`src/rtl/hazard_scoreboard.sv`:
```
// ============================================================================
// Module   : hazard_scoreboard
// Purpose  : Decode-stage hazard detection, branch flush and memory freeze.
// Revision : 1.0 - initial release
// ============================================================================
`default_nettype none

module hazard_scoreboard #(
  parameter bit FWD_EN = 1'b0,
  parameter int CNT_W  = 16
) (
  input  logic             clk,
  input  logic             rst,
  input  logic [3:0]       src1,
  input  logic [3:0]       src2,
  input  logic             two_src,
  input  logic             id_wb_en,
  input  logic             id_mem_r_en,
  input  logic [3:0]       id_dest,
  input  logic             branch_taken,
  input  logic             mem_stall,
  output logic             hazard,
  output logic             flush,
  output logic             freeze,
  output logic [CNT_W-1:0] stall_cnt
);

  localparam logic [CNT_W-1:0] c_cnt_one = CNT_W'(1);
  localparam logic [CNT_W-1:0] c_cnt_max = '1;

  // Producers in EXE (E) and MEM (M); WB is not tracked since it writes first.
  logic       r_e_v;
  logic [3:0] r_e_dest;
  logic       r_e_ld;
  logic       r_m_v;
  logic [3:0] r_m_dest;
  logic [CNT_W-1:0] r_cnt;

  logic w_match_e;
  logic w_match_m;
  logic w_hazard;

  always_comb begin
    w_match_e = r_e_v & ((r_e_dest == src1) | (two_src & (r_e_dest == src2)));
    w_match_m = r_m_v & ((r_m_dest == src1) | (two_src & (r_m_dest == src2)));
    if (FWD_EN) begin
      w_hazard = w_match_e & r_e_ld;
    end else begin
      w_hazard = w_match_e | w_match_m;
    end
    // The ID instruction is being discarded by the flush, so it cannot stall.
    if (branch_taken) begin
      w_hazard = 1'b0;
    end
  end

  always_ff @(posedge clk) begin
    if (rst) begin
      r_e_v    <= 1'b0;
      r_e_dest <= 4'd0;
      r_e_ld   <= 1'b0;
      r_m_v    <= 1'b0;
      r_m_dest <= 4'd0;
      r_cnt    <= '0;
    end else if (!mem_stall) begin
      r_m_v    <= r_e_v;
      r_m_dest <= r_e_dest;
      r_e_v    <= id_wb_en & ~w_hazard & ~branch_taken;
      r_e_dest <= id_dest;
      r_e_ld   <= id_mem_r_en;
      if (w_hazard && (r_cnt != c_cnt_max)) begin
        r_cnt <= r_cnt + c_cnt_one;
      end
    end
  end

  assign hazard    = w_hazard;
  assign flush     = branch_taken & ~mem_stall;
  assign freeze    = mem_stall;
  assign stall_cnt = r_cnt;

endmodule

`default_nettype wire

```
`config.mk`:
```
export PLATFORM = sky130hd
export DESIGN_NAME = hazard_scoreboard
export DESIGN_NICKNAME = d
export VERILOG_FILES = /design/src/rtl/hazard_scoreboard.sv
export SDC_FILE = /design/constraint.sdc
export NUM_CORES = 1
export LEC_CHECK = 0
export ABC_AREA = 1
export BUFFER_PORTS_ARGS = -buffer_cell sky130_fd_sc_hd__buf_2
export CAP_MARGIN = 10
export CORE_MARGIN = 2
export CORE_UTILIZATION = 40
export CTS_BUF_LIST = sky130_fd_sc_hd__clkbuf_4 sky130_fd_sc_hd__clkbuf_8
export DETAILED_ROUTE_END_ITERATION = 10
export PLACE_DENSITY_LB_ADDON = 0.3
export REMOVE_ABC_BUFFERS = 1
export SLEW_MARGIN = 20
export SYNTH_ARGS = -nofsm -noshare
export SYNTH_HDL_FRONTEND = slang
export SYNTH_SLANG_ARGS = --single-unit
```
`constraint.sdc`:
```
create_clock -name clk -period 2 [get_ports clk]
set_input_delay 0.1 -clock clk [delete_from_list [all_inputs] [get_ports clk]]
set_output_delay 0.1 -clock clk [all_outputs]
set_load 0.05 [all_outputs]
```
**Yosys cells after proc, flatten, opt, wreduce, memory -nomap -nowiden**

Index checks and enable logic that the tools add are counted.

- Add/subtract/negate cells: 1
- Reduce and logical (&&, ||, !) cells: 2
- Bitwise gates (word level): 13
- Multiplexer cells: 1
- Eq/ne operators: 5

Operators by type and width:

| cell | number |
|---|---|
| adder 16 x 1 -> 16 bit, second input constant | 1 |
| equality test 4 bit | 4 |
| inequality test 16 bit, second input constant | 1 |
| AND 1 bit | 7 |
| NOT 1 bit | 3 |
| bitwise OR 1 bit | 3 |
| AND reduction 2 bit | 1 |
| logical AND 1 bit | 1 |
| 2-to-1 mux 1 bit | 1 |

- Output and inout bits: 19
- Register bits after elaboration: 26
- Word-level logic and storage cells: 27
- Bits of input ports: 19

**Depth between registers and ports, before layout**

Gate-level depths: netlist of the first run.

- Word-level depth: 9
- Depth in mapped cells: 13
- Gate-level depth less buffers: 12

**Worst setup path before layout of the first run**

OpenSTA, ideal clock, no wires.

- Path type: flip-flop to flip-flop
- From: register r_cnt[1], in the netlist stall_cnt[1]
- To: register r_cnt[0], in the netlist stall_cnt[0]
- Period minus slack after synthesis: 2.055 ns
- Slack: -0.055 ns
- Stages on the path, launching flop included: 12
- Setup time: 0.114 ns
- Arrival time: 1.941 ns
- Data required time: 1.886 ns
- Buffers on the path: 1
- Cell sequence: dfxtp_1 > ha_1 > nand3_1 > nor2_4 > nand3b_4 > nor2_4 > nand3_4 > nand4_4 > buf_6 > nand2_1 > inv_1 > nor2_2

- Word-level cells in the longest chain between the ends: 3

Ends and longest elaborated chain:

| what | line | source |
|---|---|---|
| from (decl) | 37 | `logic [CNT_W-1:0] r_cnt;` |
| from (signal assigned) | 72 | `r_cnt <= r_cnt + c_cnt_one;` |
| inequality test 16 bit | 71 | `if (w_hazard && (r_cnt != c_cnt_max)) begin` |
| logical AND 1 bit | 71 |  |
| AND reduction 2 bit (no line) | -- |  |

Every way passes these cells.
A chain may end at the register's enable or synchronous reset.

**Worst setup path after layout of the first run**

- From: register r_cnt[0], in the netlist stall_cnt[0]
- To: register r_cnt[11], in the netlist stall_cnt[11]

- Word-level cells in the longest chain between the ends: 3
- Elaborated cells on any way between the ends: 4
- Classes of those cells: add/sub: 1; eq/ne: 1; reduce/logical: 2

Ends and longest elaborated chain:

| what |
|---|
| parallel branches: the longest is 3 deep, another holds adder 16 x 1 -> 16 bit |

Several ways; the timed one is not identified.

==> flow_summary.ini, run 1 <==
[clock_network]
cts.repair.resized = 0
cts_setup_buffers = 0
clkLatencyLatePin_ns = 0.27
clk_pin_slew_worst_paths_ns = 0.09
cts_hold_buffers = 0
clockBufferDepth = 2
cts_tree = done
root_buffer = clkbuf_8
htreeDepth = 1
cts_sinks = 26
numCtsBuffers = 3

[detailed_routing]
viasPerCell = 4.62
drt_iter0_drc = 49
dr_total_vias = 1593
wire_per_inst_um = 10.0
dr.pass1.iters = 4
routed_wl_um = 3450
drtAntennaViolNets = 0
route.detailed.drc = 0

[die]
core_um2 = 4000
io_pins = 38
die-area_um2 = 4710
die_y_um = 68.6
rows = 23
start_util_pct = 41.7
fp.dieW_um = 68.6

[synth]
synth_commonest_cells = nand2_1, nor2_1, inv_1, dfxtp_1, o21ai_0
synth_edf_count = 0
yosysSeqAreaShare_pct = 31.2
yosysTopAreaCellShare_pct = 31.2
synth_seq_cells = 26
synthAdderAreaFrac_pct = 0.750
synth_area_leaders = dfxtp_1, nand2_1, nor2_1, inv_1, xor2_1
synth_cell_type_count = 29
postSynthCellCount = 262
muxShareOfSynthArea_pct = 0
yosys.area_share.simple_pct = 40.9
syn-cell-area_um2 = 1670
synth_compound_area_share_pct = 8.77
synth-main-ff-cell = dfxtp_1
ys_async_sr_fraction_pct = 0
synth_top_family_by_area = simple AND/OR/NAND/NOR gates
yosysMostFrequentCell = nand2_1
synth-xor-area-share_pct = 5.77
syn_avg_cell_area_um2 = 6.37
synth_largest_area_cell = dfxtp_1
yosysWarnings = 0

[placed_design]
pre_cts_ws_ns = 0.209
dp_hpwl_um = 2630
portBuffers = 36
gp_congestion = 0.869
place_inst = 342

[pwr]
pwr-share-seq_pct = 55.3
p_int_uw = 719
ir_worst_vdd_uv = 229
p_comb_share_pct = 14.2
switching_share_pct = 27.2
powerDensity_nw_per_um2 = 517
switchingPower_uw = 268
leakage_nw = 1.01
pwr-share-clk_pct = 30.5

[timing]
fin_setup_tns_ns = 0
tightestPinTransition_ns = 0.333
drv_slew = 0
finalWorstSetupSlack_ns = 0.198
skew_ns = 0.00499
post-route-period-util_pct = 90.1
slew-limit-headroom_pct = 77.8
setup_viol = 0
hold_viol = 0
fmax_mhz = 555
rsz0062_at_grt = no
fin_crit_ns = 1.80

[flow_run]
maxCapViolCount = 0

[setup_path]
crit_path_end_kind = flop
required_ns = 2.17
critPathKind = flop to flop
crit_start = stall_cnt[0]
worstSetupEndpoint = stall_cnt[11]
r2r_cells = 10
cp-start-kind = flop
crit_arrival_ns = 1.97
worst-path-max-fanout = 22
r2r-end = stall_cnt[11]
rr_startpoint = stall_cnt[0]
rrSetupSlack_ns = 0.20

[layout]
syn2layout_area_growth_pct = 14.3
antenna_cells = 0
layout.nets = 317
drive_above_1_share_pct = 18.0
finalNonFillerCells = 345

[global_routing]
grt-ovfl-total = 0
grt_pass1_wl_um = 5550
grt_max_degree = 23
antenna_found_initial = 0
grtUsageTotal_pct = 15.4
grt_pass1_vias = 1343

[worst_hold_path]
hold_class = input port to flop
whs_path_depth = 2

[outcome]
outcome = completed
[stage by stage]
stage | hold slack (ns) | util (%) | instance area [um^2] | power [mW]
4_1_cts | 0.0149 | 47.7 | 1910 | 0.997
5_1_grt | 0.0199 | 47.7 | 1910 | 1.03
2_1_floorplan | 0.169 | - | 1620 | 0.646
3_3_place_gp | 0.312 | 46.7 | 1870 | 0.698
3_5_place_dp | 0.312 | 46.7 | 1870 | 0.700
6_report | 0.0223 | 47.7 | 1910 | 0.987
[kinds of logic (layout without fill, tap and decap cells)]
| group | count (synthesis) | after routing |
|---|---|---|
| AO/OA/AOI/OAI | 28 | 28 |
| flip-flops | 26 | 26 |
| XOR/XNOR | 11 | 11 |
| AND/OR/NAND/NOR | 147 | 147 |
| buffers and inverters | 49 | 82 |
| adder cells (fa/ha/maj) | 1 | 1 |
[registers in the layout, summed over array words and instances (netlist names)]
register   count
r_e_v          1
stall_cnt     16
r_m_v          1
r_e_dest       4
r_m_dest       4
[power groups by stage]
stage	clock network (mW)	logic [mW]	registers [mW]
4_1_cts	0.309	0.142	0.546
3_5_place_dp	0	0.142	0.558
3_3_place_gp	0	0.140	0.557
6_report	0.301	0.140	0.545
5_1_grt	0.325	0.158	0.548
2_1_floorplan	0	0.0830	0.563
[metal layers]
metal	share of wire [%]	up-vias	GRT usage, %
met5	0	-	0
met4	1.4	0	5.25
met3	3.8	4	1.95
met2	45	30	26.8
met1	50	690	19.4
li1	-	869	-
[worst min-delay path by stage]
stage                     endpoint  from
after floorplan              r_e_v   rst
after global placement       r_e_v   rst
after detailed placement     r_e_v   rst
after CTS                    r_e_v   rst
after global routing         r_e_v   rst
final                        r_e_v   rst
[placed cells by master (no fill, tap or decap), types with 2 or more instances in the layout]
cell type | Yosys | layout
nand2_1 | 69 | 69
nor2_1 | 51 | 51
inv_1 | 39 | 39
buf_2 | 0 | 36
dfxtp_1 | 26 | 26
o21ai_0 | 15 | 15
xor2_1 | 11 | 11
a21oi_1 | 10 | 10
nand4_1 | 9 | 9
nand3_1 | 4 | 4
clkbuf_8 | 0 | 3
inv_2 | 2 | 2
o21ai_1 | 2 | 2
nor2_4 | 2 | 2
nor2_2 | 2 | 2
nor3_1 | 2 | 2
[area by class of cell]
class / count / area, um^2
Sequential cell: 26 / 520
Multi-Input combinational cell: 187 / 938
Fill cell: 422 / 2090
Inverter: 42 / 158
Tap cell: 50 / 62.6
Timing Repair Buffer: 37 / 188
Clock buffer: 3 / 41.3
[critical path, stage by stage (launching register included)]
cell and delay (ns):
dfxtp_1 0.40, ha_1 0.18, nand3_1 0.14, nor2_4 0.17
nand3b_4 0.11, nor2_4 0.11, nand3_4 0.11, nand4_4 0.27
nor2_1 0.07, nor2_1 0.09, nor2_1 0.04
Note: power is estimated with default switching activity, not from simulation.
==> run 2: changes to the inputs <==
--- a/config.mk
+++ b/config.mk
@@ -12,7 +12,7 @@
 export CORE_UTILIZATION = 40
 export CTS_BUF_LIST = sky130_fd_sc_hd__clkbuf_4 sky130_fd_sc_hd__clkbuf_8
 export DETAILED_ROUTE_END_ITERATION = 10
-export PLACE_DENSITY_LB_ADDON = 0.3
+export PLACE_DENSITY = 0.66
 export REMOVE_ABC_BUFFERS = 1
 export SLEW_MARGIN = 20
 export SYNTH_ARGS = -nofsm -noshare
==> flow_summary.ini, run 2 (synthesis results as in run 1) <==
[layout]
largest_reg_flops = 16
syn2layout_area_growth_pct = 14.7
antenna_cells = 0
layout.nets = 316
finalNonFillerCells = 345
drive_above_1_share_pct = 18.0
final_util_pct = 47.9
final_common_cell = nand2_1
final_cell_mix = nand2_1, nor2_1, inv_1
fin_area_um2 = 1910

[placed_design]
gp_congestion = 0.783
place_inst = 341
portBuffers = 36
dp_hpwl_um = 2620
dpl_cell_area_um2 = 1860

[pwr]
ir_worst_vdd_uv = 371
leakage_nw = 1.01
powerDensity_nw_per_um2 = 538

[worst_hold_path]
hold_class = input port to flop

[global_routing]
grt_pass1_vias = 1368
antenna_found_initial = 0
use_met1_pct = 18.6
use_met3_pct = 3.08
grt_pass1_wl_um = 5730
top_usage_layer = met2
grt-ovfl-total = 0
grt_max_degree = 25
grtUsageTotal_pct = 15.8
met2_usage_pct = 29.7

[clock_network]
cts_sinks = 26
clk_pin_slew_worst_paths_ns = 0.09
cts_setup_buffers = 0
numCtsBuffers = 3
root_buffer = clkbuf_8
cts_tree = done
htreeDepth = 1
clockBufferDepth = 2
clkLatencyLatePin_ns = 0.27

[outcome]
outcome = completed

[detailed_routing]
wire_per_inst_um = 9.83
drtAntennaViolNets = 0
routed_wl_um = 3390
route.detailed.drc = 0
dr.pass1.iters = 4
drt_iter0_drc = 35
viasPerCell = 4.56
dr_total_vias = 1573

[setup_path]
worst-path-max-fanout = 7
crit_arrival_ns = 1.65
cp-start-kind = flop
critPathKind = flop to primary output
crit_path_end_kind = primary output
max_stage_delay_ns = 0.36
crit_chain = inv_1 -> nand2_1 -> nand2_1 -> nor2_1 -> nand3_1 -> nand2_1 -> nand2_1 -> nand2_4 -> nand2_1 -> inv_1 -> buf_2
cp_common_cell = nand2_1
cp_slowest_cell = dfxtp_1
required_ns = 1.90

[die]
die-area_um2 = 4710
die_y_um = 68.6
io_pins = 38
core_um2 = 4000
start_util_pct = 41.7
fp.dieW_um = 68.6
rows = 23

[timing]
post-route-period-util_pct = 87.5
tightestPinTransition_ns = 0.644
skew_ns = 0.00427
rsz0062_at_grt = no
fin_crit_ns = 1.75
hold_viol = 0
setup_viol = 0
drv_slew = 0
fmax_mhz = 571
fin_setup_tns_ns = 0
slew-limit-headroom_pct = 57.0

[flow_run]
maxCapViolCount = 0
[run 2: changes by cell type in the layout (fill, tap and decap cells not counted), sizes merged]
| cell | before | now |
|---|---|---|
| buf | 37 | 36 |
| clkbuf | 3 | 4 |
[run 2: metrics by stage]
stage	setup slack [ns]	hold slack, ns	power (mW)
2_1_floorplan	-0.0507	0.169	0.646
5_1_grt	0.0157	0.0284	1.08
6_report	0.250	0.0246	1.03
3_3_place_gp	0.215	0.310	0.696
4_1_cts	0.200	0.0120	1.05
3_5_place_dp	0.219	0.311	0.699
[run 2: area by class of cell]
type | count | area, um^2
fillers | 415 | 2090
well taps | 50 | 62.6
repair buffers | 36 | 180
flip-flops and latches | 26 | 520
clock buffers | 4 | 55.1
multi-input cells | 187 | 938
inverters | 42 | 158
[run 2: layer usage]
metal / vias up / share of wire (%)
met3: 2 / 4.5
met5: - / 0
li1: 870 / -
met1: 672 / 47
met4: 0 / 0.59
met2: 29 / 48
[run 2: power by group]
part / internal, mW / switching (mW) / leakage, nW
registers: 0.532 / 0.0133 / 0.212
clock network: 0.176 / 0.169 / 0.0288
logic: 0.0497 / 0.0889 / 0.767
total: 0.758 / 0.271 / 1.01
[run 2: critical path, delay by kind of cell (launching register included)]
| kind | cells | cell delay [ns] |
|---|---|---|
| buffers and inverters | 3 | 0.39 |
| DFF | 1 | 0.36 |
| and+or+nand+nor | 8 | 0.62 |
[run 2: path summary, 6_finish.rpt]
path	start	endpoint	cells after the start	slack (ns)
max	r_m_dest[1]	hazard	11	0.25
min	rst	r_e_v	2	0.02
max reg2reg	stall_cnt[0]	stall_cnt[3]	10	0.27
min reg2reg	r_m_v	r_m_v	2	0.49
[run 2: timing repair]
| action | in CTS | in global routing |
|---|---|---|
| gates resized for setup | 0 | 0 |
| hold buffers | 0 | 0 |
| setup endpoints to repair | 0 | 2 |
==> run 3: changes to the inputs <==
--- a/config.mk
+++ b/config.mk
@@ -12,7 +12,7 @@
 export CORE_UTILIZATION = 40
 export CTS_BUF_LIST = sky130_fd_sc_hd__clkbuf_4 sky130_fd_sc_hd__clkbuf_8
 export DETAILED_ROUTE_END_ITERATION = 10
-export PLACE_DENSITY = 0.66
+export PLACE_DENSITY = 0.64
 export REMOVE_ABC_BUFFERS = 1
 export SLEW_MARGIN = 20
 export SYNTH_ARGS = -nofsm -noshare
==> flow_summary.ini, run 3 (synthesis results as in run 1) <==
[timing]
fin_setup_tns_ns = 0
tightestPinTransition_ns = 0.682
fmax_mhz = 553
skew_ns = 0.00215
finalWorstSetupSlack_ns = 0.191
slew-limit-headroom_pct = 54.5
rsz0062_at_grt = no
drv_slew = 0
hold_viol = 0
setup_viol = 0
fin_crit_ns = 1.81
whs_ns = 0.0141
post-route-period-util_pct = 90.5

[die]
start_util_pct = 41.7
io_pins = 38
fp.dieW_um = 68.6
die-area_um2 = 4710
core_um2 = 4000
rows = 23
die_y_um = 68.6

[clock_network]
root_buffer = clkbuf_8
clk_pin_slew_worst_paths_ns = 0.09
cts_tree = done
htreeDepth = 1
numCtsBuffers = 3
cts_setup_buffers = 0
clockBufferDepth = 2
clkLatencyLatePin_ns = 0.28
cts.repair.resized = 0
cts_hold_buffers = 0
cts_sinks = 26

[layout]
final_util_pct = 47.9
seq_area_um2 = 520
multi_input_area_um2 = 938
drive_above_1_share_pct = 18.0
nFillCells = 435
final_cell_mix = nand2_1, nor2_1, inv_1
finalNonFillerCells = 345
largest_reg_flops = 16
fin_area_um2 = 1910
layout.nets = 316
final_common_cell = nand2_1
syn2layout_area_growth_pct = 14.7
antenna_cells = 0

[global_routing]
grt_pass1_wl_um = 5780
grt_max_degree = 25
use_met1_pct = 20.0
grtUsageTotal_pct = 15.9
use_met3_pct = 1.95
met2_usage_pct = 27.4
grt-ovfl-total = 0
grt_pass1_vias = 1408
top_usage_layer = met2
antenna_found_initial = 0

[setup_path]
worst-path-max-fanout = 22
r2r_cells = 10
cp-start-kind = flop
rr_startpoint = stall_cnt[0]
crit_path_end_kind = flop
crit_arrival_ns = 1.99
r2r-end = stall_cnt[9]
critPathKind = flop to flop
rrSetupSlack_ns = 0.19
required_ns = 2.18

[worst_hold_path]
whs_path_depth = 2
whs_endpoint = r_e_v
hold_class = input port to flop
worstHoldStart = rst

[flow_run]
maxCapViolCount = 0

[detailed_routing]
routed_wl_um = 3550
viasPerCell = 4.61
wire_per_inst_um = 10.3
route.detailed.drc = 0
drt_iter0_drc = 38
dr.pass1.iters = 4
drtAntennaViolNets = 0
dr_total_vias = 1592

[placed_design]
dpl_cell_area_um2 = 1860
gp_congestion = 0.852
portBuffers = 36
place_inst = 341
pre_cts_ws_ns = 0.167
dp_hpwl_um = 2720

[pwr]
p_total_mw = 1.04
switchingPower_uw = 279
p_comb_share_pct = 13.4
powerDensity_nw_per_um2 = 542
switching_share_pct = 26.9
ir_worst_vdd_uv = 210
pwr-share-seq_pct = 52.6
pwr-share-clk_pct = 34.0
leakage_nw = 1.01
p_int_uw = 759

[outcome]
outcome = completed
-- run 3: per-layer routing --
metal  part of all wire (%)  routed length [um]  up-vias
met5                      0                   0        -
met4                    1.5                  53        0
met3                    3.6                 126        5
met2                     45                1580       25
met1                     50                1790      690
li1                       -                   -      872
-- run 3: critical path, cell delays in order, from the launching register on --
cell and delay (ns):
dfxtp_1 0.39, ha_1 0.18, nand3_1 0.14, nor2_4 0.16
nand3b_4 0.11, nor2_4 0.11, nand3_4 0.11, nand4_4 0.27
nand2_1 0.09, nand2_1 0.07, nor2_1 0.05
-- run 3: cell type report --
type                    count  area share (%)
flip-flops and latches     26            27.2
multi-input cells         187            49.0
inverters                  42            8.24
well taps                  50            3.27
repair buffers             36            9.41
clock buffers               4            2.88
-- run 3: worst max-delay path by stage --
| stage | slack (ns) | depth (start not counted) | endpoint | from |
|---|---|---|---|---|
| 2_1_floorplan | -0.05 | 10 | stall_cnt[11] | stall_cnt[1] |
| 3_3_place_gp | 0.20 | 10 | stall_cnt[9] | stall_cnt[0] |
| 3_5_place_dp | 0.17 | 10 | stall_cnt[9] | stall_cnt[0] |
| 4_1_cts | 0.15 | 10 | stall_cnt[9] | stall_cnt[0] |
| 5_1_grt | 0.04 | 10 | stall_cnt[9] | stall_cnt[0] |
| 6_report | 0.19 | 10 | stall_cnt[9] | stall_cnt[0] |
-- run 3: power groups by stage --
stage	logic (mW)	clock network, mW	registers (mW)
finish	0.139	0.353	0.546
global route	0.157	0.382	0.548
CTS	0.142	0.359	0.546
detailed placement	0.141	0	0.558
global placement	0.139	0	0.558
floorplan	0.0830	0	0.563
